File: src/rtl/mem_bist.sv
// Memory BIST initiator: four-pass write/read-compare (P, ~P with P(a) = seed ^ a)
// over every location, reporting miscompare count, first failing address and pass flag.
module mem_bist #(
  parameter int ADDR_W = 5,
  parameter int DATA_W = 8,
  parameter int DEPTH  = 32
) (
  input  logic              clk,
  input  logic              reset,
  input  logic              start,
  input  logic [DATA_W-1:0] seed,
  output logic              busy,
  output logic              done,
  output logic              pass,
  output logic [6:0]        err_count,
  output logic [ADDR_W-1:0] first_fail_addr,
  output logic              mem_read,
  output logic              mem_write,
  output logic [ADDR_W-1:0] mem_addr,
  output logic [DATA_W-1:0] mem_wdata,
  input  logic [DATA_W-1:0] mem_rdata,
  output logic [2:0]        dbg_state
);

  // Memory handshake: strobes are single-cycle commands with no ready; a write lands
  // at the edge closing WR, and read data is valid at the edge closing RWAIT.
  typedef enum logic [2:0] {
    S_IDLE  = 3'd0,
    S_WR    = 3'd1,
    S_RD    = 3'd2,
    S_RWAIT = 3'd3,
    S_DONE  = 3'd4
  } state_t;

  localparam logic [ADDR_W-1:0] LAST = ADDR_W'(DEPTH - 1);

  // phase: 0 = W0, 1 = R0, 2 = W1, 3 = R1; bit 1 selects the inverted pattern
  state_t            state, state_n;
  logic [ADDR_W-1:0] a, a_n;
  logic [1:0]        phase, phase_n;
  logic [DATA_W-1:0] seed_q, seed_n;
  logic [6:0]        err_n;
  logic [ADDR_W-1:0] ffa_n, mem_addr_n;
  logic              pass_n, busy_n, done_n, mem_read_n, mem_write_n;
  logic [DATA_W-1:0] mem_wdata_n, exp_data;

  function automatic logic [DATA_W-1:0] pattern(input logic [DATA_W-1:0] s,
                                                input logic [ADDR_W-1:0] addr,
                                                input logic inv);
    return (s ^ DATA_W'(addr)) ^ {DATA_W{inv}};
  endfunction

  assign dbg_state = state;
  assign exp_data  = pattern(seed_q, a, phase[1]);

  always_comb begin
    state_n = state;
    a_n     = a;
    phase_n = phase;
    seed_n  = seed_q;
    err_n   = err_count;
    ffa_n   = first_fail_addr;
    pass_n  = pass;
    case (state)
      S_IDLE: begin
        if (start) begin
          seed_n  = seed;
          err_n   = '0;
          ffa_n   = '0;
          pass_n  = 1'b0;
          a_n     = '0;
          phase_n = 2'd0;
          state_n = S_WR;
        end
      end
      S_WR: begin
        if (a == LAST) begin
          a_n     = '0;
          phase_n = phase + 2'd1;
          state_n = S_RD;
        end else begin
          a_n = a + 1'b1;
        end
      end
      S_RD: state_n = S_RWAIT;
      S_RWAIT: begin
        if (mem_rdata != exp_data) begin
          err_n = err_count + 7'd1;
          if (err_count == 7'd0) ffa_n = a;
        end
        if (a == LAST) begin
          a_n = '0;
          if (phase == 2'd3) begin
            state_n = S_DONE;
          end else begin
            phase_n = phase + 2'd1;
            state_n = S_WR;
          end
        end else begin
          a_n     = a + 1'b1;
          state_n = S_RD;
        end
      end
      S_DONE:  state_n = S_IDLE;
      default: state_n = S_IDLE;
    endcase

    if (state_n == S_DONE) pass_n = (err_n == 7'd0);

    // Outputs are registered, so they are derived from the upcoming state.
    busy_n      = (state_n == S_WR) || (state_n == S_RD) || (state_n == S_RWAIT);
    done_n      = (state_n == S_DONE);
    mem_write_n = (state_n == S_WR);
    mem_read_n  = (state_n == S_RD);
    mem_addr_n  = busy_n ? a_n : '0;
    mem_wdata_n = mem_write_n ? pattern(seed_n, a_n, phase_n[1]) : '0;
  end

  always_ff @(posedge clk) begin
    if (reset) begin
      state           <= S_IDLE;
      a               <= '0;
      phase           <= 2'd0;
      seed_q          <= '0;
      err_count       <= '0;
      first_fail_addr <= '0;
      pass            <= 1'b0;
      busy            <= 1'b0;
      done            <= 1'b0;
      mem_read        <= 1'b0;
      mem_write       <= 1'b0;
      mem_addr        <= '0;
      mem_wdata       <= '0;
    end else begin
      state           <= state_n;
      a               <= a_n;
      phase           <= phase_n;
      seed_q          <= seed_n;
      err_count       <= err_n;
      first_fail_addr <= ffa_n;
      pass            <= pass_n;
      busy            <= busy_n;
      done            <= done_n;
      mem_read        <= mem_read_n;
      mem_write       <= mem_write_n;
      mem_addr        <= mem_addr_n;
      mem_wdata       <= mem_wdata_n;
    end
  end

endmodule

File: config.mk
export PLATFORM = sky130hd
export DESIGN_NAME = mem_bist
export DESIGN_NICKNAME = d
export VERILOG_FILES = /design/src/rtl/mem_bist.sv
export SDC_FILE = /design/constraint.sdc
export NUM_CORES = 1
export LEC_CHECK = 0
export ABC_AREA = 1
export BUFFER_PORTS_ARGS = -buffer_cell sky130_fd_sc_hd__buf_2
export CAP_MARGIN = 20
export CORE_MARGIN = 8
export CORE_UTILIZATION = 56
export CTS_CLUSTER_DIAMETER = 50
export CTS_CLUSTER_SIZE = 12
export DETAILED_ROUTE_END_ITERATION = 16
export GPL_ROUTABILITY_DRIVEN = 1
export HOLD_SLACK_MARGIN = 0.05
export PLACE_DENSITY = 0.81
export SKIP_LAST_GASP = 1
export SLEW_MARGIN = 40
export SYNTH_ARGS = -nofsm -noshare
export SYNTH_HDL_FRONTEND = slang
export SYNTH_SLANG_ARGS = --single-unit
File: constraint.sdc
create_clock -name clk -period 3 [get_ports clk]
set_input_delay 0.6 -clock clk [delete_from_list [all_inputs] [get_ports clk]]
set_output_delay 0.6 -clock clk [all_outputs]
set_load 0.01 [all_outputs]
==> reports/results.ini <==
[timing]
max_freq_mhz = 415
hold_viol = 0
report.final.slew_viol_count = 0
relSlewSlack_pct = 59.2
rsz0062_at_grt = no
finalCritPeriodShare_pct = 80.4
skew_ps = 7.38
final.setup.tns_ps = 0
worst_slew_pin_slew_ps = 612
min_period_ps = 2410
finalSetupViolations = 0

[detailed_routing]
antenna_left = 0
drc = 0
dr.first_iter.drc_count = 128
wl_per_cell_um = 12.8
dr.pass1.iters = 4
wl_mm = 6.28
vias = 2481
viasPerCell = 5.06

[critical_path]
crit_path_start = a[1]
rr_worst_depth = 10
crit_path_top_delay_cell = nor3_1
r2r_start = a[1]
crit_path_start_kind = register
reg2reg_to = mem_wdata[0]
worstPathMaxFanout = 7
cp_cell_sequence = ha_1 > nand2_1 > nor2_1 > ha_1 > inv_1 > nor3_1 > nor4_4 > nor3_4 > o21ai_0 > a21oi_1
worst-setup-path-type = register to register
cp.arrival_ps = 2640
required_ps = 3230
cp_common_cell = ha_1
crit_path_end_kind = register
reg2reg_slack_ps = 590
slowest_delay_ps = 450

[die]
start_util_pct = 56.7
rows = 25
boundaryPins = 52
die_h_um = 84.3
dieArea_mm2 = 0.00710
fp.dieW_um = 84.3
core_area_mm2 = 0.00460

[worst_hold_path]
min_from = first_fail_addr[2]
holdCritPathClass = register to register
hold_path_end = first_fail_addr[2]
hold_depth = 2

[pwr]
p_leak_uw = 0.00158
report.power.total_uw = 1390
p_per_area_mw_per_mm2 = 458
ir_drop_v = 0.000354

[placement]
portBuffers = 51
dp_hpwl_mm = 4.72
place_congestion = 0.862

[clock_network]
cts_made_buffers = 5
clock-sinks = 48
cts-hold-fix-buffers = 0
h-tree-depth = 2
cts_buffer_depth = 2
root_buffer = clkbuf_8
cts_tree = yes
cts_resized = 0
path_clk_slew_ps = 90
post-cts-setup-buffers = 0
clk_latency_ps = 300

[yosys]
yosys_warnings = 0
synthTopCellsByCount = nand2_1 (111), inv_1 (58), dfxtp_1 (48)
yosysTopAreaCellShare_pct = 36.8
ys_seq_area_share_pct = 36.8
netlist_instances = 383
ys_async_sr_fraction_pct = 0
yosysMostFrequentCell = nand2_1
synthFlopType = dfxtp_1
synth-seq-cells = 48
netlist_area_mm2 = 0.00261
syn_nets = 409
ys_top_cells_by_area = dfxtp_1 (37%), nand2_1 (16%), inv_1 (8.3%)
synth_edf_count = 0
yosysTopAreaCell = dfxtp_1
postSynthAreaPerCell_um2 = 6.81
ys_types = 38

[global_route]
antenna_found_initial = 0
grt_max_degree = 32
grt_pass1_wl_mm = 10.6
grt_pass1_vias = 2404
grt_usage_pct = 17.6
overflow = 0

[layout]
num_antenna_cells = 0
fin_util_pct = 65.7
syn_to_final_growth_pct = 15.9
num-nets-final = 461
drive_above_1_share_pct = 18.6

[run_status]
status = finished clean

[flow_run]
drv_cap = 0

worst max-delay path by stage:
stage | slack [ps] | to
after floorplan | 970 | pass
after global placement | 830 | mem_wdata[6]
after detailed placement | 690 | mem_wdata[6]
after CTS | 620 | mem_wdata[0]
after global routing | 350 | mem_wdata[0]
final | 590 | mem_wdata[0]
layout by cell type (no fill, tap or decap), types with 2 or more instances in the layout:
| cell | netlist | final |
|---|---|---|
| a21oi_1 | 20 | 20 |
| buf_2 | 1 | 51 |
| clkbuf_8 | 0 | 7 |
| clkinv_1 | 2 | 2 |
| dfxtp_1 | 48 | 48 |
| ha_1 | 7 | 7 |
| inv_1 | 58 | 58 |
| inv_2 | 6 | 6 |
| mux2i_1 | 3 | 3 |
| nand2_1 | 111 | 111 |
| nand2_2 | 2 | 2 |
| nand2b_1 | 2 | 2 |
| nand3_1 | 20 | 20 |
| nor2_1 | 39 | 39 |
| nor2_2 | 2 | 2 |
| nor2_4 | 2 | 2 |
| nor3_1 | 3 | 3 |
| o21a_1 | 3 | 3 |
| o21ai_0 | 12 | 12 |
| o21ai_1 | 5 | 5 |
| o22ai_1 | 2 | 2 |
| xnor2_1 | 6 | 6 |
| xor2_1 | 9 | 9 |
where the power goes:
part	total (µW)	switching, µW	internal (µW)
logic	204	132	72.2
clock network	508	214	294
registers	674	13.4	661
state kept, by name (all words and copies together) (netlist names), 2 cells and up:
name	flops
phase	2
seed_q	8
first_fail_addr	5
mem_wdata	8
a	5
err_count	7
mem_addr	5
dbg_state	3
cells by family (layout without fill, tap and decap cells):
group | count (synthesis) | in the layout | share of synthesized area [%]
and+or+nand+nor | 189 | 189 | 32.0
DFF | 48 | 48 | 36.8
buffers and inverters | 73 | 126 | 11.1
muxes | 3 | 3 | 1.15
AOI/OAI and AO/OA | 48 | 48 | 10.5
xor gates and xnor gates | 15 | 15 | 5.04
adders and majority gates | 7 | 7 | 3.36
cell type report:
| cell class | instances | area (µm²) |
|---|---|---|
| multi-input combinational | 262 | 1360 |
| sequential | 48 | 961 |
| clock inverter | 1 | 30.0 |
| fill | 408 | 1580 |
| clock buffer | 7 | 96.3 |
| timing repair buffer | 52 | 263 |
| tap | 54 | 67.6 |
| inverter | 66 | 248 |
layer usage:
layer	share of wire (%)	GRT usage (%)	wire length [µm]
met1	43	20.8	2700
met2	51	30.3	3190
met3	4.7	4.26	294
met4	1.5	5.18	95
met5	0	0	0
metrics by stage:
stage	instances	worst slack, ps	cell area (µm²)	hold WS [ps]
global placement	482	827	2900	452
finish	490	589	3020	467
floorplan	383	967	2610	470
CTS	490	616	3020	467
global route	490	354	3020	488
detailed placement	482	693	2900	454
worst max-delay path, delay by kind of cell, from the launching register on:
family	cells	cell delay, ps
adders and majority gates	2	470
and+or+nand+nor	5	1020
DFF	1	430
buffers and inverters	1	90
AOI/OAI and AO/OA	2	330
Power figures use the tool's default switching activity.
